$ cat config.mk
export PLATFORM = sky130hd
export DESIGN_NAME = or_gate_sweep_ctrl
export DESIGN_NICKNAME = d
export VERILOG_FILES = /design/src/rtl/or_gate_sweep_ctrl.sv
export SDC_FILE = /design/constraint.sdc
export NUM_CORES = 1
export LEC_CHECK = 0
export CORE_MARGIN = 5
export CORE_UTILIZATION = 35
export CTS_CLUSTER_DIAMETER = 100
export DETAILED_ROUTE_END_ITERATION = 8
export HOLD_SLACK_MARGIN = 0.15
export PLACE_DENSITY = 0.56
export SLEW_MARGIN = 10
export SYNTH_ARGS = -nofsm -noshare
export SYNTH_HDL_FRONTEND = slang
export SYNTH_SLANG_ARGS = --single-unit
export TNS_END_PERCENT = 50
$ cat constraint.sdc
create_clock -name clk -period 1.8 [get_ports clk]
set_input_delay 0.54 -clock clk [delete_from_list [all_inputs] [get_ports clk]]
set_output_delay 0.54 -clock clk [all_outputs]
set_load 0.05 [all_outputs]
$ cat src/rtl/or_gate_sweep_ctrl.sv
// or_gate_sweep_ctrl: sweeps every {a,b} vector, checks three OR-gate implementations, and records any failures
module or_gate_sweep_ctrl #(
  parameter int WIDTH  = 1,
  parameter int SETTLE = 2,
  parameter int CNT_W  = 8
) (
  input  logic               clk,
  input  logic               rst_n,
  input  logic               start,
  output logic [WIDTH-1:0]   a,
  output logic [WIDTH-1:0]   b,
  input  logic [WIDTH-1:0]   c_df,
  input  logic [WIDTH-1:0]   c_bh,
  input  logic [WIDTH-1:0]   c_st,
  output logic               busy,
  output logic               done,
  output logic               pass,
  output logic [CNT_W-1:0]   err_cnt,
  output logic               fail_df,
  output logic               fail_bh,
  output logic               fail_st,
  output logic               fail_valid,
  output logic [2*WIDTH-1:0] fail_vec
);
  localparam int VW = 2 * WIDTH;
  typedef enum logic [1:0] {S_IDLE, S_SETTLE, S_CHECK, S_DONE} state_t;
  state_t state_q, state_d;
  logic [VW-1:0] idx_q, idx_d, fail_vec_q, fail_vec_d;
  logic [7:0] cnt_q, cnt_d;
  logic [CNT_W-1:0] err_q, err_d;
  logic busy_q, busy_d, done_q, done_d, pass_q, pass_d, fail_valid_q, fail_valid_d;
  logic fail_df_q, fail_df_d, fail_bh_q, fail_bh_d, fail_st_q, fail_st_d;
  logic [WIDTH-1:0] e;
  logic acc, chk, last, m_df, m_bh, m_st, mis;
  assign a = idx_q[VW-1:WIDTH];
  assign b = idx_q[WIDTH-1:0];
  always_comb begin
    e = a | b;
    acc = state_q == S_IDLE && start;
    chk = state_q == S_CHECK;
    last = idx_q == '1;
    m_df = chk && c_df != e;
    m_bh = chk && c_bh != e;
    m_st = chk && c_st != e;
    mis = m_df || m_bh || m_st;
    state_d = acc ? S_SETTLE
            : state_q == S_SETTLE ? (cnt_q == 8'd0 ? S_CHECK : S_SETTLE)
            : chk ? (last ? S_DONE : S_SETTLE)
            : state_q == S_DONE ? S_IDLE : state_q;
    cnt_d = (acc || chk) ? 8'(SETTLE - 1) : (state_q == S_SETTLE && cnt_q != 8'd0) ? cnt_q - 8'd1 : cnt_q;
    idx_d = acc ? '0 : chk ? idx_q + VW'(1) : idx_q;
    busy_d = state_d == S_SETTLE || state_d == S_CHECK;
    done_d = state_d == S_DONE;
    err_d = acc ? '0 : (mis && err_q != '1) ? err_q + CNT_W'(1) : err_q;
    fail_df_d = !acc && (fail_df_q || m_df);
    fail_bh_d = !acc && (fail_bh_q || m_bh);
    fail_st_d = !acc && (fail_st_q || m_st);
    fail_valid_d = !acc && (fail_valid_q || mis);
    fail_vec_d = acc ? '0 : (mis && !fail_valid_q) ? idx_q : fail_vec_q;
    pass_d = acc ? 1'b0 : (chk && last) ? !(fail_valid_q || mis) : pass_q;
  end
  always_ff @(posedge clk or negedge rst_n) begin
    if (!rst_n) begin
      state_q <= S_IDLE;
      idx_q <= '0;
      cnt_q <= '0;
      err_q <= '0;
      busy_q <= 1'b0;
      done_q <= 1'b0;
      pass_q <= 1'b0;
      fail_df_q <= 1'b0;
      fail_bh_q <= 1'b0;
      fail_st_q <= 1'b0;
      fail_valid_q <= 1'b0;
      fail_vec_q <= '0;
    end else begin
      state_q <= state_d;
      idx_q <= idx_d;
      cnt_q <= cnt_d;
      err_q <= err_d;
      busy_q <= busy_d;
      done_q <= done_d;
      pass_q <= pass_d;
      fail_df_q <= fail_df_d;
      fail_bh_q <= fail_bh_d;
      fail_st_q <= fail_st_d;
      fail_valid_q <= fail_valid_d;
      fail_vec_q <= fail_vec_d;
    end
  end
  assign busy = busy_q;
  assign done = done_q;
  assign pass = pass_q;
  assign err_cnt = err_q;
  assign fail_df = fail_df_q;
  assign fail_bh = fail_bh_q;
  assign fail_st = fail_st_q;
  assign fail_valid = fail_valid_q;
  assign fail_vec = fail_vec_q;
endmodule

==> impl_metrics.csv, run 1 <==
group,metric,value,unit
drt,drt_iter0_drc,64,
worst_setup_path,cp-end-kind,"flop",
worst_hold_path,hp-class,"flop to flop",
timing,fin_ws,0.0303,ns
cells_and_area,antenna_cells,0,
cells_and_area,layout-drive-gt1-share,0.338,
logic_synthesis,ys_ff_latch,29,
logic_synthesis,synthXorXnorAreaFrac,0.0418,
logic_synthesis,async_flop_share,1.00,
drt,viasPerCell,5.13,
logic_synthesis,synth.most_common_cell,"dfrtp_1",
cts,clock-sinks,29,
timing,report.final.setup_viol,0,
worst_hold_path,min_to,"cnt_q[7]",
logic_synthesis,muxShareOfSynthArea,0.0273,
logic_synthesis,synth_area_leaders,"dfrtp_1, nand2_1, ha_1",
timing,worst_slew_pin_slew,0.378,ns
placed_design,dp_hpwl,2630,um
logic_synthesis,synthFlopType,"dfrtp_1",
timing,hold_viol,0,
drt,ant_nets,0,
logic_synthesis,synth_warnings,0,
logic_synthesis,yosys-top-cells-count,"dfrtp_1, nand2_1, nor2_1, inv_1, o21ai_0",
drt,vias,1287,
cells_and_area,nets,211,
cts,root_buffer,"clkbuf_8",
power,p_switching,1.25,mW
placed_design,placed_cells,240,
floorplanning,fp.dieW,74.7,um
power,switching_share,0.397,
logic_synthesis,synth_top_family_by_area,"simple AND/OR/NAND/NOR gates",
logic_synthesis,yosysSeqAreaShare,0.495,
cts,postCtsHoldBufs,0,
job,timing.max_cap.violations,0,
floorplanning,initial_utilization,0.364,
power,seq_power_share,0.325,
worst_setup_path,r2r_cells,7,
worst_setup_path,rrSetupSlack,0.03,ns
cts,cts_tree,"built",
logic_synthesis,syn_area_per_cell,9.84,um2
logic_synthesis,yosysUniqueCellTypes,39,
drt,drc_errors,0,
logic_synthesis,yosys.area_share.simple,0.225,
timing,slew_headroom,0.748,
cells_and_area,syn2layout_area_growth,54.4,%
logic_synthesis,synth_area,1470,um2
drt,routedWlPerCell,14.7,um
global_routing,track_usage,0.152,
power,p_clk_frac,0.160,
floorplanning,dieArea,5580,um2
power,leakagePower,1.01,nW
worst_setup_path,r2r_start,"idx_q[0]",
worst_setup_path,cp_max_fo,8,
timing,clock_skew,0.00625,ns
placed_design,place_congestion,0.856,
cts,cts_made_buffers,5,
power,p_per_area,1390,nW/um2
logic_synthesis,synth-edff-count,0,
floorplanning,core_area,4030,um2
drt,firstDrtPassIters,4,
logic_synthesis,synthesis.nets,160,
floorplanning,rows,23,
global_routing,antenna_found_initial,0,
cts,htree_levels,2,
worst_setup_path,startpoint_type,"flop",
cts,cts.path.max_buffers,2,
timing,fmax,565,MHz
cts,cts.clk_slew.worst_paths,0.06,ns
worst_hold_path,worstHoldStart,"cnt_q[7]",
logic_synthesis,yosysTopAreaCellShare,0.495,
logic_synthesis,synth_compound_area_frac,0.129,
cells_and_area,stdcell_count,251,
global_routing,grt_remaining_overflow,0,
power,ir_drop,0.787,mV
logic_synthesis,synth_top_cell_by_area,"dfrtp_1",
worst_setup_path,r2r-end,"err_cnt[1]",
worst_setup_path,worstPathRequired,1.96,ns
worst_hold_path,holdPathStages,1,
timing,final.period_utilization,0.983,
placed_design,io_buffers,24,
cts,clk_latency,0.28,ns
cells_and_area,design_area,2260,um2
timing,rsz0062_at_grt,"true",
global_routing,grt_pass1_vias,1351,
worst_setup_path,arrival,1.93,ns
timing,fin_crit,1.77,ns
logic_synthesis,synthCells,149,
placed_design,place_ws,-0.510,ns
floorplanning,die_y,74.7,um
global_routing,grt_max_degree,30,
worst_setup_path,crit_type,"flop to flop",
timing,slew_violations,0,
drt,wl,3690,um
global_routing,grt_pass1_wl,6280,um
power,p_int,1.90,mW
outcome,status,"completed",
logic_synthesis,synthAdderAreaFrac,0.0427,
floorplanning,ios,25,
power,p_comb_frac,0.515,
power,p_total,3.15,mW
placed_design,place_area,2090,um2
[final cells by class]
class / instances / area (um2)
clock buffers: 8 / 80.1
fillers: 362 / 1770
well taps: 50 / 62.6
inverters: 8 / 30.0
flip-flops and latches: 29 / 728
repair buffers: 50 / 604
multi-input cells: 106 / 758
[registers in the layout, summed over array words and instances, names as in the netlist]
| signal | count |
|---|---|
| cnt_q | 8 |
| done | 1 |
| busy | 1 |
| idx_q | 2 |
| fail_vec | 2 |
| state_q | 2 |
| fail_valid | 1 |
| pass | 1 |
| err_cnt | 8 |
| fail_df | 1 |
| fail_bh | 1 |
| fail_st | 1 |
[what timing repair did]
item,in CTS,in global routing
resized for setup,11,8
pin swaps,4,1
endpoints found under the setup margin,13,15
buffers inserted,1,2
[cell families (layout without fill, tap and decap cells)]
family                     count (synthesis)  in the layout
and+or+nand+nor                           63             63
DFF                                       29             29
AOI/OAI and AO/OA                         27             27
buffers and inverters                     14             66
xor gates and xnor gates                   7              7
adders and majority gates                  5              5
muxes                                      4              4
[critical path: stages, from the launching register on]
cell	delay, ns
dfrtp_2	0.40
inv_2	0.08
ha_4	0.15
and4b_1	0.21
or3_4	0.39
buf_4	0.18
o211ai_1	0.16
o31ai_1	0.09
[cells in the final DEF (no fill, tap or decap), types with 3 or more instances in the layout]
master         Yosys  routed
o211ai_1           5       5
o21ai_0            7       5
o31ai_1            3       3
dfrtp_1           29      27
inv_1              8       6
nand2b_1           3       3
buf_12             0      17
mux2i_1            4       4
dlygate4sd2_1      0       3
nand4_1            3       3
xor2_1             6       6
nand2_1           17      17
ha_1               5       4
nor2_1            16      16
clkbuf_1           1       3
nand3_1            3       3
buf_4              0      26
clkbuf_8           0       5
[worst max path at each step]
stage	from	to	slack [ns]	cells after the start
finish	idx_q[0]	err_cnt[1]	0.03	7
global route	idx_q[0]	err_cnt[3]	-0.06	7
CTS	cnt_q[0]	cnt_q[5]	-0.008	6
detailed placement	c_bh	err_cnt[2]	-0.51	5
global placement	c_bh	fail_vec[1]	-0.46	6
floorplan	idx_q[0]	err_cnt[3]	-0.20	7
[metrics by stage]
stage / utilization / hold WS (ns) / setup TNS, ns
5_1_grt: 0.562 / 0.566 / -0.358
3_3_place_gp: 0.520 / 0.491 / -4.95
2_1_floorplan: - / 0.244 / -1.68
6_report: 0.562 / 0.540 / 0
3_5_place_dp: 0.520 / 0.498 / -5.47
4_1_cts: 0.550 / 0.506 / -0.00750
[power groups by stage]
stage / combinational (mW) / sequential [mW] / clock [mW]
2_1_floorplan: 0.598 / 1.25 / 0
3_3_place_gp: 1.51 / 1.01 / 0
3_5_place_dp: 1.53 / 1.02 / 0
4_1_cts: 1.56 / 1.01 / 0.523
5_1_grt: 1.77 / 1.05 / 0.562
6_report: 1.62 / 1.02 / 0.503
[metal layers]
metal | global-route usage | vias to the layer above | wire length, um
li1 | - | 630 | -
met1 | 0.171 | 628 | 1510
met2 | 0.260 | 20 | 1940
met3 | 0.0441 | 9 | 146
met4 | 0.0830 | 0 | 93
met5 | 0 | - | 0
No activity file was read; power rests on OpenSTA's default activity.
==> inputs of run 2 (changes only) <==
--- a/config.mk
+++ b/config.mk
@@ -5,12 +5,13 @@
 export SDC_FILE = /design/constraint.sdc
 export NUM_CORES = 1
 export LEC_CHECK = 0
+export ABC_AREA = 1
 export CORE_MARGIN = 5
 export CORE_UTILIZATION = 35
 export CTS_CLUSTER_DIAMETER = 100
 export DETAILED_ROUTE_END_ITERATION = 8
 export HOLD_SLACK_MARGIN = 0.15
-export PLACE_DENSITY = 0.56
+export PLACE_DENSITY = 0.55
 export SLEW_MARGIN = 10
 export SYNTH_ARGS = -nofsm -noshare
 export SYNTH_HDL_FRONTEND = slang
==> impl_metrics.csv, run 2 <==
group,metric,value,unit
timing,worst_slew_pin_slew,0.371,ns
floorplanning,die_y,77.5,um
timing,report.final.setup_viol,0,
drt,drt_iter0_drc,31,
floorplanning,dieArea,6010,um2
logic_synthesis,synth_area,1600,um2
placed_design,place_ws,-0.0741,ns
power,seq_power_share,0.263,
timing,fin_ws,0.165,ns
logic_synthesis,synth-edff-count,0,
floorplanning,ios,25,
cells_and_area,nFillCells,412,
logic_synthesis,synth_area_leaders,"dfrtp_1, nand2_1, inv_1",
placed_design,io_buffers,24,
logic_synthesis,yosysUniqueCellTypes,24,
timing,fin_crit,1.63,ns
global_routing,track_usage,0.119,
logic_synthesis,synthCells,207,
timing,slew_violations,0,
power,switching_share,0.443,
worst_setup_path,arrival,1.81,ns
worst_setup_path,crit_chain,"ha_1, nand2_1, nor2_1, nand3_1, nand2_4, nand2_4, nand2_1, nand2_1",
power,p_int,2.23,mW
drt,drc_errors,0,
cts,cts_resized,0,
power,p_switching,1.78,mW
cts,cts_tree,"built",
cells_and_area,final_common_cell,"nand2_1",
logic_synthesis,ys_ff_latch,29,
drt,viasPerCell,4.62,
cts,postCtsHoldBufs,0,
power,p_comb_frac,0.561,
cells_and_area,antenna_cells,0,
logic_synthesis,syn_area_per_cell,7.71,um2
floorplanning,fp.dieW,77.5,um
drt,firstDrtPassIters,4,
worst_setup_path,crit_top_cell,"nand2_1",
timing,hold_viol,0,
logic_synthesis,synth_top_cell_by_area,"dfrtp_1",
cells_and_area,syn2layout_area_growth,41.2,%
worst_setup_path,startpoint_type,"flop",
worst_setup_path,cp_top_family,"simple AND/OR/NAND/NOR gates",
cells_and_area,final_cell_mix,"nand2_1, inv_1, dfrtp_1",
power,ir_drop,0.675,mV
cts,htree_levels,2,
logic_synthesis,synthesis.nets,218,
worst_setup_path,cp-end-kind,"flop",
placed_design,dp_hpwl,2470,um
cells_and_area,regArea,726,um2
global_routing,antenna_found_initial,0,
worst_setup_path,slowest_delay,0.44,ns
worst_setup_path,crit_type,"flop to flop",
cts,root_buffer,"clkbuf_8",
cells_and_area,layout-drive-gt1-share,0.217,
worst_setup_path,cp_max_fo,10,
logic_synthesis,synth_warnings,0,
timing,clock_skew,0.00358,ns
logic_synthesis,synthFlopType,"dfrtp_1",
timing,rsz0062_at_grt,"false",
global_routing,grt_pass1_vias,1289,
cts,clk_latency,0.28,ns
power,p_per_area,1780,nW/um2
floorplanning,rows,24,
global_routing,grt_remaining_overflow,0,
drt,routedWlPerCell,10.9,um
worst_setup_path,worst_path_max_delay_cell,"dfrtp_1",
floorplanning,core_area,4380,um2
cts,cts_made_buffers,5,
global_routing,grt_max_degree,30,
cts,post_cts_buffers,0,
drt,vias,1408,
cts,clock-sinks,29,
logic_synthesis,synth.most_common_cell,"nand2_1",
job,timing.max_cap.violations,0,
drt,wl,3330,um
cells_and_area,multiInputGateArea,726,um2
cts,cts.clk_slew.worst_paths,0.07,ns
placed_design,place_congestion,0.834,
power,p_clk_frac,0.176,
logic_synthesis,yosys-top-cells-count,"nand2_1, inv_1, dfrtp_1, nand3_1, nor2_1",
logic_synthesis,yosysTopAreaCellShare,0.455,
outcome,status,"completed",
global_routing,grt_pass1_wl,5650,um
worst_setup_path,worstPathRequired,1.98,ns
timing,final.period_utilization,0.908,
worst_setup_path,path_buf_inv,0,
timing,slew_headroom,0.753,
worst_hold_path,hp-class,"flop to flop",
floorplanning,initial_utilization,0.364,
timing,fmax,612,MHz
cts,cts.path.max_buffers,2,
logic_synthesis,yosysSeqAreaShare,0.455,
power,p_total,4.01,mW
logic_synthesis,async_flop_share,1.00,
cells_and_area,nets,263,
power,leakagePower,1.22,nW
drt,ant_nets,0,
run 2: cells by family after synthesis:
logic type | share of synthesized area
AND/OR/NAND/NOR | 0.366
buffers and inverters | 0.0909
flip-flops | 0.455
AO/OA/AOI/OAI | 0.0329
adder cells (fa/ha/maj) | 0.0392
XOR/XNOR | 0.0165
run 2: layer usage:
metal,GRT usage,vias up,share of wire
li1,-,742,-
met1,0.131,639,0.43
met2,0.205,25,0.51
met3,0.0509,2,0.055
met4,0.0412,0,0.0078
met5,0,-,0
run 2: final cells by class:
cell class / count / area share
clock buffers: 7 / 0.0383
flip-flops and latches: 29 / 0.322
repair buffers: 39 / 0.213
inverters: 37 / 0.0627
clock inverters: 1 / 0.0133
well taps: 52 / 0.0289
multi-input cells: 140 / 0.322
run 2: power groups by stage:
stage	Sequential [mW]	Clock (mW)	Combinational [mW]
2_1_floorplan	1.46	0	0.959
3_3_place_gp	1.07	0	2.25
3_5_place_dp	1.07	0	2.28
4_1_cts	1.06	0.721	2.28
5_1_grt	1.09	0.758	2.48
6_report	1.06	0.706	2.25
run 2: worst paths after layout:
check	start	end	slack, ns	depth (start not counted)
worst min register to register	cnt_q[1]	cnt_q[1]	0.47	2
worst max register to register	err_cnt[1]	err_cnt[5]	0.17	8
worst min-delay path	cnt_q[1]	cnt_q[1]	0.47	2
worst max-delay path	err_cnt[1]	err_cnt[5]	0.17	8
max in group asynchronous	rst_n	cnt_q[6]	0.88	2
min in group asynchronous	rst_n	fail_bh	0.64	2
run 2: tightest hold or removal path, delay by kind of cell, from the launching register on:
family,cells,cell delay (ns)
flops,1,0.34
simple gates,2,0.10
run 2: stage by stage:
stage	util	TNS, ns	hold slack [ns]	std cells	instance area (um2)
2_1_floorplan	-	0	0.244	207	1600
3_3_place_gp	0.488	-0.0486	0.460	297	2140
3_5_place_dp	0.488	-0.299	0.464	297	2140
4_1_cts	0.514	0	0.479	305	2250
5_1_grt	0.514	0	0.541	305	2250
6_report	0.514	0	0.475	305	2250
==> inputs of run 3 (changes only) <==
--- a/config.mk
+++ b/config.mk
@@ -6,6 +6,7 @@
 export NUM_CORES = 1
 export LEC_CHECK = 0
 export ABC_AREA = 1
+export CORE_ASPECT_RATIO = 0.75
 export CORE_MARGIN = 5
 export CORE_UTILIZATION = 35
 export CTS_CLUSTER_DIAMETER = 100
==> impl_metrics.csv, run 3 (synthesis results as in run 2) <==
group,metric,value,unit
outcome,status,"completed",
floorplanning,ios,25,
timing,clock_skew,0.00694,ns
cells_and_area,final_cell_mix,"nand2_1, inv_1, dfrtp_1",
placed_design,placed_cells,301,
drt,drt_iter0_drc,60,
floorplanning,core_area,4440,um2
cts,cts.path.max_buffers,2,
global_routing,busiest_layer,"met1",
cts,root_buffer,"clkbuf_8",
floorplanning,initial_utilization,0.360,
drt,ant_nets,0,
floorplanning,dieArea,6030,um2
cts,cts.clk_slew.worst_paths,0.06,ns
timing,rsz0062_at_grt,"false",
worst_setup_path,cp-end-kind,"flop",
cts,cts_resized,0,
timing,final.period_utilization,0.874,
placed_design,io_buffers,24,
global_routing,antenna_found_initial,0,
drt,routedWlPerCell,11.3,um
global_routing,use_met3,0.0463,
cts,cts_tree,"built",
cells_and_area,syn2layout_area_growth,39.3,%
power,leakagePower,1.20,nW
global_routing,grt_pass1_vias,1279,
timing,slew_violations,0,
worst_setup_path,worstPathRequired,1.95,ns
worst_setup_path,crit_type,"primary input to flop",
global_routing,track_usage,0.134,
worst_setup_path,slowest_delay,0.44,ns
power,p_total,3.84,mW
timing,hold_viol,0,
cts,htree_levels,2,
worst_setup_path,startpoint_type,"primary input",
cells_and_area,final_common_cell,"nand2_1",
placed_design,place_congestion,0.808,
global_routing,grtUsageMet2,0.189,
power,p_per_area,1730,nW/um2
timing,report.final.setup_viol,0,
drt,drc_errors,0,
drt,viasPerCell,4.44,
worst_setup_path,worst_path_max_delay_cell,"clkdlybuf4s50_1",
drt,wl,3480,um
timing,fmax,635,MHz
worst_setup_path,arrival,1.73,ns
global_routing,grt_max_degree,30,
timing,worst_slew_pin_slew,0.383,ns
cells_and_area,stdcell_count,308,
cts,postCtsHoldBufs,0,
global_routing,grt_pass1_wl,6050,um
drt,vias,1369,
cells_and_area,layout-drive-gt1-share,0.211,
power,ir_drop,1.07,mV
cts,cts_made_buffers,5,
worst_setup_path,crit_top_cell,"inv_1",
timing,fin_crit,1.57,ns
cts,clk_latency,0.27,ns
floorplanning,die_y,68.5,um
cells_and_area,antenna_cells,0,
floorplanning,fp.dieW,88.0,um
worst_setup_path,cp_max_fo,2,
timing,slew_headroom,0.745,
job,timing.max_cap.violations,0,
cells_and_area,nets,262,
timing,fin_setup_tns,0,ns
placed_design,dp_hpwl,2620,um
worst_hold_path,hp-class,"flop to flop",
global_routing,grt_remaining_overflow,0,
floorplanning,rows,21,
drt,firstDrtPassIters,4,
global_routing,use_met1,0.189,
cts,clock-sinks,29,
cts,post_cts_buffers,0,
worst_setup_path,crit_chain,"clkdlybuf4s50_1, nand3_4, inv_4, nor2_8, inv_1, nor2_4, inv_1, ha_1",
[run 3: layout make-up]
cell class	instances	area [um2]
clock buffer	7	86.3
fill	432	2220
inverter	37	141
multi-input combinational	140	726
sequential	29	726
tap	57	71.3
timing repair buffer	38	473
[run 3: through the flow]
stage / utilization / area [um2] / hold WS, ns / worst slack, ns
3_3_place_gp: 0.481 / 2140 / 0.459 / -0.0415
2_1_floorplan: - / 1600 / 0.244 / 0.0107
3_5_place_dp: 0.481 / 2140 / 0.464 / -0.0684
5_1_grt: 0.501 / 2220 / 0.504 / 0.0775
4_1_cts: 0.501 / 2220 / 0.479 / 0.220
6_report: 0.501 / 2220 / 0.473 / 0.226
[run 3: worst paths after layout]
kind | slack, ns | from | cells past startpoint | to
min reg2reg | 0.47 | cnt_q[1] | 2 | cnt_q[1]
max reg2reg | 0.24 | cnt_q[0] | 7 | busy
max | 0.23 | start | 8 | busy
max in group asynchronous | 0.86 | rst_n | 2 | done
min | 0.47 | cnt_q[1] | 2 | cnt_q[1]
min in group asynchronous | 0.65 | rst_n | 2 | cnt_q[1]
[run 3: worst max-delay path, delay by kind of cell]
family	cells	cell delay, ns
fa+ha+maj	1	0.28
buf+inv	4	0.61
simple gates	3	0.29
[run 3: report_power, final]
part	internal (mW)	total [mW]	leakage [nW]	switching, mW
registers	0.875	1.05	0.382	0.176
logic	0.895	2.25	0.776	1.36
clock network	0.303	0.537	0.0443	0.234
[run 3: routing by layer]
metal,vias to the layer above,wire (um)
met4,0,24
met3,2,195
met1,611,1830
li1,738,-
met2,18,1430
met5,-,0
